[config.mk]
export PLATFORM = sky130hd
export DESIGN_NAME = t_toggle_monitor
export DESIGN_NICKNAME = d
export VERILOG_FILES = /design/src/rtl/t_toggle_monitor.sv
export SDC_FILE = /design/constraint.sdc
export NUM_CORES = 1
export LEC_CHECK = 0
export ABC_AREA = 1
export CAP_MARGIN = 20
export CORE_ASPECT_RATIO = 2
export CORE_MARGIN = 1
export CORE_UTILIZATION = 40
export CTS_BUF_LIST = sky130_fd_sc_hd__clkbuf_8 sky130_fd_sc_hd__clkbuf_16
export DETAILED_ROUTE_END_ITERATION = 16
export GPL_ROUTABILITY_DRIVEN = 1
export PLACE_DENSITY_LB_ADDON = 0.3
export SYNTH_ARGS = -nofsm -noshare
export SYNTH_HDL_FRONTEND = slang
export SYNTH_SLANG_ARGS = --single-unit
[constraint.sdc]
create_clock -name Clock -period 2.5 [get_ports Clock]
set_clock_uncertainty 0.2 [all_clocks]
set_input_delay 0.25 -clock Clock [delete_from_list [all_inputs] [get_ports Clock]]
set_output_delay 0.25 -clock Clock [all_outputs]
set_load 0.05 [all_outputs]
[src/rtl/t_toggle_monitor.sv]
// t_toggle_monitor: synchronises the toggle input T_in, counts its rising edges modulo MOD, measures rise-to-rise period and flags a stalled source
// Ports:
//   Clock        system clock, rising edge
//   Reset        asynchronous active-high reset
//   T_in         asynchronous toggle input
//   En           count enable (gates Count and Tc only)
//   Clr          synchronous clear, highest priority
//   Count        modulo-MOD rise count
//   Tc           one-cycle terminal-count pulse
//   Period       cycles between the last two rises (saturating)
//   Period_valid Period is a genuine rise-to-rise measurement (RUN state)
//   Stall        no rise seen for TIMEOUT cycles
module t_toggle_monitor #(
  parameter int WIDTH   = 4,
  parameter int MOD     = 10,
  parameter int PW      = 8,
  parameter int TIMEOUT = 16
) (
  input  logic             Clock,
  input  logic             Reset,
  input  logic             T_in,
  input  logic             En,
  input  logic             Clr,
  output logic [WIDTH-1:0] Count,
  output logic             Tc,
  output logic [PW-1:0]    Period,
  output logic             Period_valid,
  output logic             Stall
);
  typedef enum logic [1:0] {IDLE, ARMED, RUN, STALL} state_t;
  localparam logic [WIDTH-1:0] LAST = WIDTH'(MOD - 1);
  localparam logic [PW-1:0] TO_LAST = PW'(TIMEOUT - 1);
  state_t state;
  logic s0, s1, prev;
  logic [PW-1:0] g, g_inc;
  logic rise, timeout;
  assign rise = s1 & ~prev;
  assign g_inc = (g == '1) ? g : g + PW'(1);
  // G counts completed rise-free cycles, so reaching TIMEOUT-1 here means the next edge is the TIMEOUT-th
  assign timeout = (g == TO_LAST) & ~rise;
  always_ff @(posedge Clock or posedge Reset) begin
    if (Reset) begin
      s0 <= 1'b0;
      s1 <= 1'b0;
      prev <= 1'b0;
      Count <= '0;
      Tc <= 1'b0;
      g <= '0;
      Period <= '0;
      Period_valid <= 1'b0;
      Stall <= 1'b0;
      state <= IDLE;
    end else begin
      s0 <= T_in;
      s1 <= s0;
      prev <= s1;
      if (Clr) begin
        Count <= '0;
        Tc <= 1'b0;
        g <= '0;
        Period <= '0;
        Period_valid <= 1'b0;
        Stall <= 1'b0;
        state <= IDLE;
      end else begin
        Tc <= rise & En & (Count == LAST);
        if (rise & En) Count <= (Count == LAST) ? '0 : Count + WIDTH'(1);
        g <= rise ? '0 : g_inc;
        if (rise) Period <= g_inc;
        case (state)
          IDLE: if (rise) state <= ARMED;
          ARMED:
            if (rise) begin
              state <= RUN;
              Period_valid <= 1'b1;
            end else if (timeout) begin
              state <= STALL;
              Stall <= 1'b1;
            end
          RUN:
            if (timeout) begin
              state <= STALL;
              Period_valid <= 1'b0;
              Stall <= 1'b1;
            end
          STALL:
            if (rise) begin
              state <= ARMED;
              Stall <= 1'b0;
            end
          default: state <= IDLE;
        endcase
      end
    end
  end
endmodule

==> impl_metrics.tcl <==
set metrics [dict create \
    fmaxAchievable_mhz 500 \
    hp-class "in -> async" \
    synth_seq_area_share_pct 47.6 \
    ioPinCount 20 \
    grt-ovfl-total 0 \
    synth_nets 190 \
    fin_crit_sh_pct 80.0 \
    tritoncts "built" \
    start_util_pct 42.6 \
    crit_path_end_kind "output port" \
    swShare_pct 29.4 \
    syn_inst 178 \
    yosys_register_bits 28 \
    fillCellCount 357 \
    place_area_mm2 0.00172 \
    internal-power_uw 785 \
    yosysTopAreaCellShare_pct 47.6 \
    clk_pin_slew_ns 0.10 \
    ir_drop_mv 0.676 \
    setup_viol 0 \
    hold_viol_final 0 \
    synth_edf_count 0 \
    fp.dieH_um 87.8 \
    timing.rr.end "Stall$_DFFE_PP0P_" \
    worstPathArrival_ns 1.55 \
    cts_resized 0 \
    cp_max_fo 5 \
    wl_per_cell_um 11.9 \
    ys.flop_type "dfrtp_1" \
    numCtsBuffers 3 \
    core_area_mm2 0.00345 \
    power_density_mw_per_mm2 621 \
    drt_iter0_drc 21 \
    num_vias 1179 \
    grt_usage_pct 17.8 \
    numPortBuffers 19 \
    fin_crit_ns 2.00 \
    finish.instance_area_mm2 0.00179 \
    rrSetupSlack_ns 0.84 \
    register_area_um2 701 \
    ys_top_cells_by_count "54 x nand2_1, 28 x dfrtp_1, 20 x inv_1" \
    final_cells 249 \
    cp_slowest_cell "clkdlybuf4s50_1" \
    cts_sinks 28 \
    rsz0062_at_grt "false" \
    vias_per_cell 4.73 \
    drt-total-wl_um 2970 \
    grt_max_degree 29 \
    fin_setup_tns_ns 0 \
    synth_top_cell_by_area "dfrtp_1" \
    gp_congestion 0.871 \
    hpwl_um 2300 \
    yosys_warnings 0 \
    path_cells "clkdlybuf4s50_1" \
    synth.area.top_cells "dfrtp_1 48%, nand2_1 14%, ha_1 6.0%" \
    status "finished clean" \
    worstSetupStartpointType "flip-flop" \
    h-tree-depth 1 \
    dieArea_mm2 0.00394 \
    cp.required_ns 2.05 \
    finalPower_uw 1110 \
    multi_input_comb_area_um2 681 \
    yosysMostFrequentCell "nand2_1" \
    comb_power_share_pct 22.8 \
    place_inst 245 \
    switching_power_uw 327 \
    leakage_uw 0.000914 \
    avgSynthCellArea_um2 8.27 \
    drcViolationCount 0 \
    ant_nets 0 \
    clockPowerShare_pct 32.3 \
    dieWidth_um 44.9 \
    reg2reg_from "g[0]$_DFF_PP0_" \
    ys_types 25 \
    critPathMaxStageDelay_ns 0.83 \
    fin_nets 214 \
    hold_buffers 0 \
    tightest_slew_ns 0.495 \
    antenna_cells 0 \
    path_class "reg -> out" \
    first_pass_iters 4 \
    cap_violations 0 \
    slew_headroom_pct 66.9 \
    cts-root-buf "clkbuf_8" \
    critical_path_buf_inv_count 1 \
    num_rows 30 \
    clock_path_buffers 2 \
    cp_top_family "buffers and inverters" \
    netlist_area_mm2 0.00147 \
    synthArstFlopShare_pct 100 \
    antenna_found_initial 0 \
    pwr-share-seq_pct 45.0 \
    grt_pass1_wl_um 5170 \
    syn_to_final_growth_pct 21.9 \
    first_global_vias 1165 \
    drive_gt1_share_pct 8.96 \
    slew_violations 0 \
    cts_setup_buffers 0 \
    fin_ws_ns 0.501 \
    clk_latency_ns 0.28 \
    place_ws_ns 0.622 \
    reg2reg_depth 7 \
]
==> layout by cell type, fill, tap and decap left out, drive strengths merged, types with 2 or more instances in the layout <==
cell type and count:
inv 22, nand3 16, o21ai 5, ha 7, nand4 2, a21oi 9
nand2 59, nor2 18, nor3 2, clkbuf 3, clkdlybuf4s50 19, xor2 3
dfrtp 28
==> metal layers <==
| metal | vias up | track usage [%] | routed length [um] |
|---|---|---|---|
| li1 | 603 | - | - |
| met1 | 554 | 20.8 | 1250 |
| met2 | 18 | 31.3 | 1600 |
| met3 | 4 | 1.86 | 58 |
| met4 | 0 | 8.26 | 63 |
| met5 | - | 0 | 0 |
==> cell type report <==
class | count | area share [%]
clock inverter | 1 | 1.67
multi-input combinational | 127 | 38.0
timing repair buffer | 20 | 11.0
clock buffer | 3 | 2.30
sequential | 28 | 39.1
tap | 48 | 3.35
inverter | 22 | 4.61
==> flip-flops by register name, summed over array words and instances (netlist names) <==
name and count:
s1 1, Period 8, Tc 1, Period_valid 1, Stall 1, state 2
Count 4, s0 1, g 8, prev 1
==> per-stage QoR <==
step                      utilization (%)  hold slack [ns]
after floorplan                         -           0.0814
after global placement               49.9            0.136
after detailed placement             49.9            0.148
after CTS                            51.9            0.142
after global routing                 51.9            0.172
final                                51.9            0.125
==> how the worst max path moves through the flow <==
stage | cells after the start | start | slack (ns) | end
after floorplan | 5 | Count[1]$_DFFE_PP0P_ | 0.91 | Count[3]$_DFFE_PP0P_
after global placement | 8 | Clr | 0.63 | Stall$_DFFE_PP0P_
after detailed placement | 8 | Clr | 0.62 | Stall$_DFFE_PP0P_
after CTS | 1 | Count[0]$_DFFE_PP0P_ | 0.49 | Count[0]
after global routing | 1 | Count[3]$_DFFE_PP0P_ | 0.46 | Count[3]
final | 1 | Count[0]$_DFFE_PP0P_ | 0.50 | Count[0]
==> power by group through the flow <==
stage	Sequential [uW]	Clock, uW	Combinational [uW]
2_1_floorplan	526	0	170
3_5_place_dp	508	0	254
3_3_place_gp	507	0	250
4_1_cts	500	363	255
6_report	500	359	253
5_1_grt	503	380	293
==> kinds of logic (layout without fill, tap and decap cells) <==
group                    count (synthesis)  after routing  synth area share [%]
AO/OA/AOI/OAI                           18             18                  6.72
XOR/XNOR                                 4              4                  2.38
adder cells (fa/ha/maj)                  7              7                  5.95
buffers and inverters                   23             46                  6.12
flip-flops                              28             28                  47.6
AND/OR/NAND/NOR                         98             98                  31.2
No activity file was read; power rests on OpenSTA's default activity.
